`config.mk`:
```
export PLATFORM = sky130hd
export DESIGN_NAME = reg_pipe_chain_flat
export DESIGN_NICKNAME = d
export VERILOG_FILES = /design/src/rtl/reg_pipe_chain_pkg.sv /design/src/rtl/reg_pipe_chain_if.sv /design/src/rtl/reg_pipe_chain_pipe_stage.sv /design/src/rtl/reg_pipe_chain.sv /design/src/flat_wrapper.sv
export SDC_FILE = /design/constraint.sdc
export NUM_CORES = 1
export LEC_CHECK = 0
export BUFFER_PORTS_ARGS = -buffer_cell sky130_fd_sc_hd__buf_4
export CAP_MARGIN = 20
export CORE_MARGIN = 2
export CORE_UTILIZATION = 44
export CTS_BUF_LIST = sky130_fd_sc_hd__clkbuf_8
export CTS_CLUSTER_SIZE = 40
export DETAILED_ROUTE_END_ITERATION = 16
export PLACE_DENSITY = 0.78
export SLEW_MARGIN = 20
export SYNTH_ARGS = -nofsm -noshare
export SYNTH_HDL_FRONTEND = slang
export SYNTH_HIERARCHICAL = 1
export SYNTH_SLANG_ARGS = --single-unit
```
`constraint.sdc`:
```
create_clock -name clk -period 1.2 [get_ports clk]
set_clock_uncertainty 0.15 [all_clocks]
set_input_delay 0.12 -clock clk [delete_from_list [all_inputs] [get_ports clk]]
set_output_delay 0.12 -clock clk [all_outputs]
set_load 0.1 [all_outputs]
```
`src/rtl/reg_pipe_chain_pkg.sv`:
```
// Shared constants and helpers for the reg_pipe_chain register pipeline.
package reg_pipe_chain_pkg;

   localparam int DEPTH_MAX = 8;

   // Width of the occupancy counter: enough bits for 0..depth, never narrower than one bit.
   function automatic int count_width(input int depth);
      return ($clog2(depth + 1) < 1) ? 1 : $clog2(depth + 1);
   endfunction

endpackage

```
`src/rtl/reg_pipe_chain_if.sv`:
```
// Valid/ready handshake bundle: upstream in_* side and downstream out_* side of the chain.
interface reg_pipe_chain_if #(
   parameter int WIDTH = 18
);
   logic             in_valid;
   logic             in_ready;
   logic [WIDTH-1:0] in_data;
   logic             out_valid;
   logic             out_ready;
   logic [WIDTH-1:0] out_data;

   modport master (
      output in_valid, in_data, out_ready,
      input  in_ready, out_valid, out_data
   );

   modport slave (
      input  in_valid, in_data, out_ready,
      output in_ready, out_valid, out_data
   );
endinterface

```
`src/rtl/reg_pipe_chain_pipe_stage.sv`:
```
// One pipe_stage of the chain: a data register and its valid bit.
// clear drops only the valid bit; the data register keeps its last value.
module reg_pipe_chain_pipe_stage
   import reg_pipe_chain_pkg::*;
#(
   parameter int WIDTH = 18
) (
   input  logic             clk,
   input  logic             rst,
   input  logic             load_i,
   input  logic             clear_i,
   input  logic             valid_i,
   input  logic [WIDTH-1:0] data_i,
   output logic             valid_o,
   output logic [WIDTH-1:0] data_o
);

   logic             valid_q, valid_d;
   logic [WIDTH-1:0] data_q, data_d;

   // Next-state selection: clear beats load, otherwise hold.
   always_comb begin
      valid_d = valid_q;
      data_d  = data_q;
      if (clear_i) begin
         valid_d = 1'b0;
      end else if (load_i) begin
         valid_d = valid_i;
         data_d  = data_i;
      end else begin
         valid_d = valid_q;
         data_d  = data_q;
      end
   end

   // Stage register with synchronous reset.
   always_ff @(posedge clk) begin
      if (rst) begin
         valid_q <= 1'b0;
         data_q  <= {WIDTH{1'b0}};
      end else begin
         valid_q <= valid_d;
         data_q  <= data_d;
      end
   end

   assign valid_o = valid_q;
   assign data_o  = data_q;

endmodule

```
`src/rtl/reg_pipe_chain.sv`:
```
// Valid/ready register chain of DEPTH stages with clock enable, flush and occupancy count.
// DEPTH=0 degenerates to a combinational pass-through.
module reg_pipe_chain
   import reg_pipe_chain_pkg::*;
#(
   parameter int  WIDTH = 18,
   parameter int  DEPTH = 1,
   localparam int CW    = count_width(DEPTH)
) (
   input  logic            clk,
   input  logic            rst,
   input  logic            ce,
   input  logic            flush,
   reg_pipe_chain_if.slave bus,
   output logic [CW-1:0]   count
);

   if (DEPTH > DEPTH_MAX || DEPTH < 0 || WIDTH < 1) begin : g_bad_param
      $error("reg_pipe_chain: illegal parameters WIDTH=%0d DEPTH=%0d", WIDTH, DEPTH);
   end

   if (DEPTH == 0) begin : g_pass
      logic unused_s;
      assign unused_s      = clk ^ rst;
      assign bus.in_ready  = ce & ~flush & bus.out_ready;
      assign bus.out_valid = ce & ~flush & bus.in_valid;
      assign bus.out_data  = bus.in_data;
      assign count         = {CW{1'b0}};
   end else begin : g_chain
      logic [DEPTH-1:0] v_s;
      logic [DEPTH-1:0] r_s;
      logic [DEPTH-1:0] load_s;
      logic [DEPTH-1:0] vin_s;
      logic [WIDTH-1:0] din_s  [DEPTH];
      logic [WIDTH-1:0] dout_s [DEPTH];
      logic             in_xfer_s;
      logic             out_xfer_s;
      logic [CW-1:0]    count_q, count_d;

      // Readiness ripples back from out_ready so an empty slot anywhere lets upstream stages advance.
      always_comb begin : p_ready
         logic rdy_s;
         rdy_s = bus.out_ready;
         r_s   = {DEPTH{1'b0}};
         for (int k = DEPTH - 1; k >= 0; k--) begin
            rdy_s  = ~v_s[k] | rdy_s;
            r_s[k] = rdy_s;
         end
      end

      assign load_s = {DEPTH{ce & ~flush}} & r_s;

      for (genvar k = 0; k < DEPTH; k++) begin : g_stage
         if (k == 0) begin : g_head
            assign vin_s[k] = bus.in_valid;
            assign din_s[k] = bus.in_data;
         end else begin : g_body
            assign vin_s[k] = v_s[k-1];
            assign din_s[k] = dout_s[k-1];
         end

         reg_pipe_chain_pipe_stage #(
            .WIDTH (WIDTH)
         ) u_pipe_stage (
            .clk     (clk),
            .rst     (rst),
            .load_i  (load_s[k]),
            .clear_i (flush),
            .valid_i (vin_s[k]),
            .data_i  (din_s[k]),
            .valid_o (v_s[k]),
            .data_o  (dout_s[k])
         );
      end

      assign bus.in_ready  = ce & ~flush & r_s[0];
      assign bus.out_valid = ce & v_s[DEPTH-1];
      assign bus.out_data  = dout_s[DEPTH-1];

      assign in_xfer_s  = bus.in_valid & bus.in_ready;
      assign out_xfer_s = bus.out_valid & bus.out_ready;

      // Occupancy tracks the number of set valid bits across the chain.
      always_comb begin
         count_d = count_q;
         if (flush) begin
            count_d = {CW{1'b0}};
         end else if (in_xfer_s && !out_xfer_s) begin
            count_d = count_q + CW'(1'b1);
         end else if (out_xfer_s && !in_xfer_s) begin
            count_d = count_q - CW'(1'b1);
         end else begin
            count_d = count_q;
         end
      end

      // Occupancy register; reset overrides flush and ce.
      always_ff @(posedge clk) begin
         if (rst) begin
            count_q <= {CW{1'b0}};
         end else begin
            count_q <= count_d;
         end
      end

      assign count = count_q;
   end

endmodule

```
`src/flat_wrapper.sv`:
```
// flat-port wrapper written by rule: the top's interface ports become plain ports
module reg_pipe_chain_flat import reg_pipe_chain_pkg::*;
#(
   parameter int  WIDTH = 18,
   parameter int  DEPTH = 1,
   localparam int CW    = count_width(DEPTH)
)
  (clk, rst, ce, flush, count, bus_in_valid, bus_in_data, bus_out_ready, bus_in_ready, bus_out_valid, bus_out_data);
  reg_pipe_chain_if #(.WIDTH(WIDTH)) bus_i ();
  input  logic clk;
  input  logic rst;
  input  logic ce;
  input  logic flush;
  output logic [CW-1:0] count;
  input wire logic [$bits(bus_i.in_valid)-1:0] bus_in_valid;
  input wire logic [$bits(bus_i.in_data)-1:0] bus_in_data;
  input wire logic [$bits(bus_i.out_ready)-1:0] bus_out_ready;
  output wire logic [$bits(bus_i.in_ready)-1:0] bus_in_ready;
  output wire logic [$bits(bus_i.out_valid)-1:0] bus_out_valid;
  output wire logic [$bits(bus_i.out_data)-1:0] bus_out_data;
  assign bus_i.in_valid = bus_in_valid;
  assign bus_i.in_data = bus_in_data;
  assign bus_i.out_ready = bus_out_ready;
  assign bus_in_ready = bus_i.in_ready;
  assign bus_out_valid = bus_i.out_valid;
  assign bus_out_data = bus_i.out_data;
  reg_pipe_chain #(.WIDTH(WIDTH), .DEPTH(DEPTH)) u_core (.clk(clk), .rst(rst), .ce(ce), .flush(flush), .bus(bus_i), .count(count));
endmodule
```
==> results.py, run 1 <==
metrics = {
    "run_status": {
        "status": "complete, but fails checks",
        "violations": "negative hold slack, negative setup slack",
    },
    "grt": {
        "grt_overflow": 0,
        "grt.busiest_layer": "met2",
        "grt_use_met2": 0.335,
        "grt_max_degree": 40,
        "grt_first_pass_wirelength_mm": 4.11,
        "first_global_vias": 896,
        "use_met1": 0.269,
        "use_met3": 0.0229,
        "track_usage": 0.203,
        "antenna_found_initial": 0,
    },
    "floorplan": {
        "core-area_um2": 2210,
        "chipHeight_um": 52.6,
        "num_rows": 17,
        "start_util": 0.469,
        "chipWidth_um": 52.6,
        "die_area_um2": 2760,
        "pin_count": 45,
    },
    "power": {
        "p_leak_nw": 0.722,
        "p_sw_frac": 0.309,
        "pwr-share-clk": 0.307,
        "p_int_mw": 1.17,
        "p_switching_mw": 0.522,
        "power_frac_seq": 0.413,
        "p_per_area_nw_per_um2": 992,
        "pwr-share-comb": 0.280,
        "power_mw": 1.69,
        "ir_drop_v": 0.000624,
    },
    "detailed_routing": {
        "drc": 0,
        "drtPass1Iterations": 4,
        "drt_wl_total_mm": 2.91,
        "drt_iter0_markers": 15,
        "postRouteAntennaNets": 0,
        "wl_per_cell_um": 15.4,
        "vias_per_cell": 5.08,
        "vias": 960,
    },
    "clock_network": {
        "h-tree-depth": 1,
        "root_buffer": "clkbuf_8",
        "cts.sinks": 20,
        "clkSlewWorstSetupHoldPaths_ns": 0.08,
        "cts_tree": "done",
        "clock_latency_ns": 0.25,
        "cts_made_buffers": 3,
        "clk_path_buf_depth": 2,
    },
    "sta": {
        "worst_pin_slew_ns": 0.288,
        "period_minus_slack_ns": 1.31,
        "final_max_slew_viol_count": 0,
        "relSlewSlack": 0.808,
        "holdWs_ns": -0.00379,
        "setup-violations-final": 22,
        "hold_viol": 2,
        "fmax_mhz": 766,
        "rsz0062_at_grt": "true",
        "finalWorstSetupSlack_ns": -0.106,
        "fin_crit_sh": 1.09,
    },
    "setup_path": {
        "worstPathArrival_ns": 1.04,
        "required_ns": 0.93,
        "crit_type": "register to primary output",
        "path_max_fanout": 2,
        "critPathLaunchType": "register",
        "end_kind": "primary output",
    },
    "synthesis": {
        "synth_flop_cell": "dfxtp_1",
        "synth_top_area_cell": "dfxtp_1",
        "synth_top_area_frac": 0.386,
        "yosysSeqAreaShare": 0.386,
        "synthesis.area_um2": 1040,
        "synth.most_common_cell": "dfxtp_1",
        "ys_seq_elements": 20,
        "synth_common_cells": "dfxtp_1, nand2b_1, nand4bb_1",
        "synthCells": 96,
        "synth_cell_type_count": 19,
        "async_flop_share": 0,
        "synth_fp_nets": 120,
        "ys_warn_count": 6,
        "synthTopCellsByArea": "dfxtp_1, nand4bb_1, nand2b_1, o21ai_2, o21ai_1",
        "synth-edff-count": 0,
        "avgSynthCellArea_um2": 10.8,
    },
    "placed_design": {
        "dp_slack_ns": -0.0885,
        "io_buffers": 44,
        "gp_routability_congestion": 0.724,
        "dp.final_hpwl_mm": 1.62,
        "place_area_um2": 1380,
    },
    "finish": {
        "fill_cells": 142,
        "antenna_cells": 0,
        "multi_input_area_um2": 597,
        "syn_to_final_growth_pct": 64.4,
        "final_nets": 186,
        "ff_latch_area_um2": 405,
        "fin_area_um2": 1710,
        "drive_above_1_share": 0.547,
    },
    "worst_hold_path": {
        "timing.hold.worst.class": "input pin to register",
    },
    "job": {
        "max-cap-violations": 0,
    },
}
critical path: stages, from the launching register on:
cell and delay [ns]:
dfxtp_2 0.37, buf_6 0.11, and2_4 0.14, buf_12 0.16
stage by stage:
step	hold slack [ns]	util	TNS, ns	instances
finish	-0.00379	0.771	-1.79	189
CTS	0.000977	0.749	-1.41	188
global route	0.0113	0.771	-2.81	189
global placement	0.238	0.625	-0.740	167
detailed placement	0.247	0.625	-1.24	167
floorplan	0.116	-	-5.01	96
sequential cells by signal, indices dropped and copies added, names as in the netlist:
name and count:
u_core/g_chain.g_stage.u_pipe_stage/data_o 18, u_core/count 1, u_core/g_chain.g_stage.u_pipe_stage/valid_o 1
cells in the final DEF (no fill, tap or decap), drive strengths merged:
cell / Yosys / layout
o21ai: 18 / 18
nand2b: 19 / 19
dfxtp: 20 / 20
nor2b: 2 / 2
dlygate4sd3: 0 / 13
nand4bb: 18 / 18
clkbuf: 0 / 4
xor2: 1 / 1
nand3: 1 / 1
mux2i: 2 / 2
a311o: 1 / 1
and2: 2 / 2
nor2: 1 / 1
nand4: 1 / 1
nor3: 1 / 1
buf: 9 / 57
cells by family after synthesis:
kind of cell | after synthesis | synth area share
and+or+nand+nor | 45 | 0.368
muxes | 2 | 0.0193
buffers and inverters | 9 | 0.0856
AOI/OAI and AO/OA | 19 | 0.133
xor gates and xnor gates | 1 | 0.00845
DFF | 20 | 0.386
routing by layer:
metal  wire length, µm  part of all wire
met3                96             0.033
met2              1560              0.53
met1              1240              0.43
met5                 0                 0
met4                16            0.0055
final timing paths:
| path | end | slack (ns) | startpoint | depth (start not counted) |
|---|---|---|---|---|
| worst max-delay path | bus_out_valid | -0.11 | u_core/g_chain.g_stage[0].u_pipe_stage/valid_o | 3 |
| worst min-delay path | register | -0.004 | bus_in_data[7] | 3 |
| worst max register to register | register | -0.10 | u_core/g_chain.g_stage[0].u_pipe_stage/valid_o | 5 |
| worst min register to register | register | 0.34 | register | 2 |
timing repair:
| item | 4_1_cts | 5_1_grt |
|---|---|---|
| gates resized for setup | 17 | 11 |
| hold endpoints to repair | 13 | 0 |
| cloned | 2 | 0 |
| setup buffers | 2 | 2 |
| endpoints found under the setup margin | 21 | 24 |
| pin swaps | 16 | 8 |
| hold buffers | 13 | 0 |
power groups by stage:
stage	Combinational [mW]	Clock (mW)	Sequential, mW
floorplan	0.134	0	0.865
global placement	0.393	0	0.711
detailed placement	0.399	0	0.712
CTS	0.459	0.513	0.697
global route	0.493	0.546	0.700
finish	0.474	0.519	0.698
area by class of cell:
cell class	instances	share of cell area
multi-input combinational	67	0.350
tap	28	0.0205
clock buffer	4	0.0323
sequential	20	0.238
timing repair buffer	70	0.360
No activity file was read; power rests on OpenSTA's default activity.
==> inputs of run 2 (changes only) <==
REMOVE_ABC_BUFFERS = 1   (was unset)
==> results.py, run 2 (same netlist as run 1, synthesis figures left out) <==
metrics = {
    "run_status": {
        "status": "complete, but fails checks",
        "violations": "negative setup slack",
    },
    "sta": {
        "final_max_slew_viol_count": 0,
        "fmax_mhz": 719,
        "finalWorstSetupSlack_ns": -0.192,
        "setup-violations-final": 21,
        "hold_viol": 0,
        "finalSetupTns_ns": -2.51,
        "rsz0062_at_grt": "true",
        "period_minus_slack_ns": 1.39,
        "fin_crit_sh": 1.16,
        "relSlewSlack": 0.811,
        "worst_pin_slew_ns": 0.284,
    },
    "setup_path": {
        "required_ns": 0.93,
        "crit_type": "register to primary output",
        "path_max_fanout": 3,
        "critPathLaunchType": "register",
        "end_kind": "primary output",
        "crit_start": "u_core/g_chain.g_stage[0].u_pipe_stage/valid_o",
        "worstPathArrival_ns": 1.12,
        "r2r_start": "u_core/g_chain.g_stage[0].u_pipe_stage/valid_o",
    },
    "finish": {
        "largest_register_ffs": 18,
        "fin_cells": 188,
        "antenna_cells": 0,
        "syn_to_final_growth_pct": 63.9,
        "mostFrequentLayoutCell": "buf_4",
        "final_cell_mix": "buf_4, dfxtp_1, nand2b_1, nand4bb_1, dlygate4sd3_1",
        "final_nets": 185,
        "fill_cells": 152,
        "postLayoutCoreUtil": 0.769,
        "drive_above_1_share": 0.494,
    },
    "placed_design": {
        "dp_cells": 164,
        "dp_slack_ns": -0.640,
        "gp_routability_congestion": 0.776,
        "io_buffers": 44,
        "dp.final_hpwl_mm": 1.55,
    },
    "floorplan": {
        "chipWidth_um": 52.6,
        "core-area_um2": 2210,
        "die_area_um2": 2760,
        "chipHeight_um": 52.6,
        "num_rows": 17,
        "pin_count": 45,
        "start_util": 0.469,
    },
    "clock_network": {
        "clk_path_buf_depth": 2,
        "cts.sinks": 20,
        "cts_tree": "done",
        "clock_latency_ns": 0.25,
        "h-tree-depth": 1,
        "clkSlewWorstSetupHoldPaths_ns": 0.07,
        "cts_made_buffers": 3,
        "root_buffer": "clkbuf_8",
    },
    "detailed_routing": {
        "vias_per_cell": 4.99,
        "drt_iter0_markers": 9,
        "drc": 0,
        "top_layer_used": "met4",
        "postRouteAntennaNets": 0,
        "drtPass1Iterations": 3,
        "wl_per_cell_um": 14.2,
        "met3_length_um": 155,
        "drt_wl_total_mm": 2.68,
        "wl_met2_mm": 1.26,
        "routedLengthMet1_mm": 1.24,
        "vias": 939,
    },
    "grt": {
        "first_global_vias": 901,
        "grt_first_pass_wirelength_mm": 4.12,
        "grt_max_degree": 40,
        "grt_overflow": 0,
        "antenna_found_initial": 0,
        "track_usage": 0.205,
    },
    "power": {
        "ir_drop_v": 0.000926,
        "p_leak_nw": 0.713,
        "p_per_area_nw_per_um2": 990,
    },
    "job": {
        "max-cap-violations": 0,
    },
    "worst_hold_path": {
        "hold_path_startpoint": "bus_in_data[6]",
        "timing.hold.worst.class": "input pin to register",
    },
}
run 2: changes by cell type in the layout (fill, tap and decap cells not counted):
| cell | delta |
|---|---|
| buf_6 | -5 |
| o21ai_1 | +5 |
| o21ai_2 | -5 |
| buf_12 | +2 |
| buf_16 | +1 |
| dfxtp_1 | +1 |
| dfxtp_4 | -1 |
| dlygate4sd3_1 | +1 |
| mux2i_1 | +1 |
| mux2i_2 | -1 |
run 2: per-stage QoR:
stage          power (mW)  hold WS, ns  instance area, µm²
6_report             1.68     0.000801                1700
5_1_grt              1.75     0.000882                1700
3_3_place_gp         1.10        0.233                1350
4_1_cts              1.69      0.00136                1670
2_1_floorplan       0.962       0.0390                 948
3_5_place_dp         1.10        0.250                1350
run 2: area by class of cell:
type | instances | area (µm²) | area share
multi-input combinational | 67 | 574 | 0.338
timing repair buffer | 69 | 634 | 0.373
tap | 28 | 35.0 | 0.0206
sequential | 20 | 402 | 0.236
clock buffer | 4 | 55.1 | 0.0324
run 2: final timing paths:
| kind | to | slack [ns] | depth (start not counted) |
|---|---|---|---|
| setup / recovery | bus_in_ready | -0.19 | 4 |
| hold / removal | register | 0.0008 | 3 |
| setup reg to reg | u_core/g_chain.g_stage[0].u_pipe_stage/valid_o | -0.15 | 6 |
| hold reg to reg | register | 0.32 | 2 |
run 2: critical path, stage by stage (launching register included):
cell	delay (ns)
dfxtp_2	0.35
nand2b_4	0.06
and2_4	0.17
buf_12	0.13
buf_12	0.16
run 2: power by group:
group	switching (mW)	internal [mW]	total (mW)
combinational	0.279	0.204	0.483
sequential	0.0136	0.686	0.699
clock	0.209	0.291	0.500
total	0.501	1.18	1.68
run 2: timing repair:
| item | 4_1_cts | 5_1_grt |
|---|---|---|
| pin swaps | 15 | 2 |
| gates resized for setup | 14 | 7 |
| buffers inserted | 5 | 1 |
| hold endpoints to repair | 14 | 0 |
| endpoints found under the setup margin | 22 | 25 |
| hold buffers | 14 | 0 |
| cloned | 1 | 0 |
run 2: layer usage:
metal / global-route usage / vias to the layer above
met4: 0.0598 / 0
met5: 0 / -
met2: 0.319 / 27
met1: 0.275 / 438
li1: - / 470
met3: 0.0571 / 4
==> inputs of run 3 (changes only) <==
ABC_AREA = 1   (was unset)
CORE_UTILIZATION = 40   (was 44)
PLACE_DENSITY = 0.76   (was 0.78)
SYNTH_HIERARCHICAL = unset   (was 1)
==> results.py, run 3 <==
metrics = {
    "sta": {
        "finalWorstSetupSlack_ns": -0.102,
        "period_minus_slack_ns": 1.30,
        "fmax_mhz": 768,
        "relSlewSlack": 0.714,
        "worst_pin_slew_ns": 0.428,
        "setup-violations-final": 22,
        "hold_viol": 0,
        "rsz0062_at_grt": "true",
        "final_max_slew_viol_count": 0,
        "holdWs_ns": 0.0337,
        "fin_crit_sh": 1.09,
    },
    "finish": {
        "fin_cells": 200,
        "postLayoutCoreUtil": 0.906,
        "fin_area_um2": 1740,
        "ff_latch_area_um2": 402,
        "final_cell_mix": "buf_4, dlygate4sd3_1, dfxtp_1, nor2_4",
        "syn_to_final_growth_pct": 116,
        "antenna_cells": 0,
        "multi_input_area_um2": 469,
        "final_nets": 199,
        "mostFrequentLayoutCell": "buf_4",
        "fill_cells": 74,
        "drive_above_1_share": 0.509,
        "largest_register_ffs": 18,
    },
    "detailed_routing": {
        "vias_per_cell": 4.99,
        "wl_per_cell_um": 16.8,
        "vias": 998,
        "postRouteAntennaNets": 0,
        "drc": 0,
        "drtPass1Iterations": 4,
        "drt_wl_total_mm": 3.36,
        "drt_iter0_markers": 18,
    },
    "power": {
        "pwr-share-clk": 0.217,
        "p_per_area_nw_per_um2": 1120,
        "pwr-share-comb": 0.392,
        "p_leak_nw": 0.777,
        "p_switching_mw": 0.737,
        "p_int_mw": 1.21,
        "p_sw_frac": 0.378,
        "ir_drop_v": 0.00104,
        "power_frac_seq": 0.391,
    },
    "setup_path": {
        "crit_type": "register to register",
        "r2r_start": "u_core.g_chain.g_stage[0].u_pipe_stage.valid_o",
        "cp.depth": 7,
        "cp_cell_sequence": "nand2_4 > nand2_8 > inv_8 > buf_6 > buf_12 > nor2_4 > nor2_1",
        "required_ns": 1.18,
        "reg2reg_slack_ns": -0.10,
        "critPathTopFamily": "flip-flops",
        "critPathMaxStageDelay_ns": 0.38,
        "critPathSlowestCell": "dfxtp_2",
        "r2r_cells": 7,
        "critPathBufInv": 3,
        "critPathLaunchType": "register",
        "end_kind": "register",
        "path_max_fanout": 6,
        "crit_start": "u_core.g_chain.g_stage[0].u_pipe_stage.valid_o",
        "worstPathArrival_ns": 1.28,
    },
    "floorplan": {
        "core-area_um2": 1920,
        "die_area_um2": 2390,
        "chipHeight_um": 48.8,
        "num_rows": 16,
        "start_util": 0.419,
        "chipWidth_um": 48.8,
        "pin_count": 45,
    },
    "placed_design": {
        "gp_routability_congestion": 0.673,
        "dp_cells": 174,
        "io_buffers": 44,
        "place_area_um2": 1200,
        "dp_slack_ns": 0.00162,
        "dp.final_hpwl_mm": 1.48,
    },
    "synthesis": {
        "ys_seq_elements": 20,
        "synthCells": 101,
        "synth_cell_type_count": 18,
        "synth_common_cells": "nor2_1, dfxtp_1, o21ai_0",
        "async_flop_share": 0,
        "synth_top_area_frac": 0.498,
        "ys_warn_count": 0,
        "yosysSeqAreaShare": 0.498,
        "synth_flop_cell": "dfxtp_1",
        "synth.most_common_cell": "nor2_1",
        "avgSynthCellArea_um2": 7.97,
        "synth_top_area_cell": "dfxtp_1",
        "synth-edff-count": 0,
        "synthTopCellsByArea": "dfxtp_1, nor2_1, o21ai_0, nor2_2, nand2_1",
        "synthesis.area_um2": 805,
    },
    "clock_network": {
        "h-tree-depth": 1,
        "cts_tree": "done",
        "clk_path_buf_depth": 2,
        "cts_made_buffers": 3,
        "root_buffer": "clkbuf_8",
        "clock_latency_ns": 0.25,
        "cts.sinks": 20,
        "clkSlewWorstSetupHoldPaths_ns": 0.07,
    },
    "grt": {
        "antenna_found_initial": 0,
        "grt_first_pass_wirelength_mm": 3.92,
        "track_usage": 0.217,
        "grt_overflow": 0,
        "grt_max_degree": 19,
        "first_global_vias": 889,
    },
    "run_status": {
        "violations": "negative setup slack",
        "status": "complete, but fails checks",
    },
    "worst_hold_path": {
        "timing.hold.worst.class": "input pin to register",
    },
    "job": {
        "max-cap-violations": 0,
    },
}
==> run 3: worst min-delay path: cells and delay by family <==
kind / cells / cell delay, ns
AOI/OAI and AO/OA: 1 / 0.09
buffers and inverters: 1 / 0.08
and+or+nand+nor: 1 / 0.11
==> run 3: stage by stage <==
stage                     TNS [ns]  total power, mW
after floorplan              -3.13             1.15
after global placement           0             1.32
after detailed placement         0             1.33
after CTS                   -0.417             1.83
after global routing         -2.19             2.02
final                        -1.44             1.95
==> run 3: cells by family (layout without fill, tap and decap cells) <==
family	count (synthesis)	count (layout)	synth area share
AO/OA/AOI/OAI	19	19	0.118
buffers and inverters	11	83	0.0917
AND/OR/NAND/NOR	51	51	0.292
flip-flops	20	20	0.498
==> run 3: timing repair <==
item,4_1_cts,5_1_grt
gates cloned,0,1
hold buffers,19,0
buffers inserted,3,0
endpoints found under the hold margin,19,0
pin swaps,2,13
gates resized for setup,19,52
endpoints found under the setup margin,4,31
==> run 3: worst min-delay path by stage <==
stage	from	endpoint	slack (ns)	depth (start not counted)
after floorplan	bus_in_data[0]	register	0.14	2
after global placement	bus_in_data[3]	register	0.22	3
after detailed placement	bus_in_data[12]	register	0.23	3
after CTS	bus_in_data[8]	register	0.009	3
after global routing	bus_in_data[8]	register	0.05	3
final	bus_in_data[8]	register	0.03	3
==> run 3: power by group through the flow <==
stage / logic [mW] / clock network, mW / registers, mW
after detailed placement: 0.581 / 0 / 0.745
after global placement: 0.575 / 0 / 0.744
final: 0.764 / 0.423 / 0.762
after floorplan: 0.111 / 0 / 1.04
after CTS: 0.652 / 0.440 / 0.733
after global routing: 0.790 / 0.468 / 0.765
==> run 3: cell type report <==
| type | count | area share |
|---|---|---|
| timing repair buffer | 73 | 0.437 |
| inverter | 7 | 0.0194 |
| sequential | 20 | 0.231 |
| tap | 27 | 0.0194 |
| clock buffer | 3 | 0.0237 |
| multi-input combinational | 70 | 0.270 |
==> run 3: layer usage <==
metal | track usage | wire length (µm) | vias up
met5 | 0 | 0 | -
met4 | 0.114 | 84 | 0
met3 | 0.0460 | 233 | 10
met2 | 0.390 | 1760 | 57
met1 | 0.237 | 1280 | 463
li1 | - | - | 468
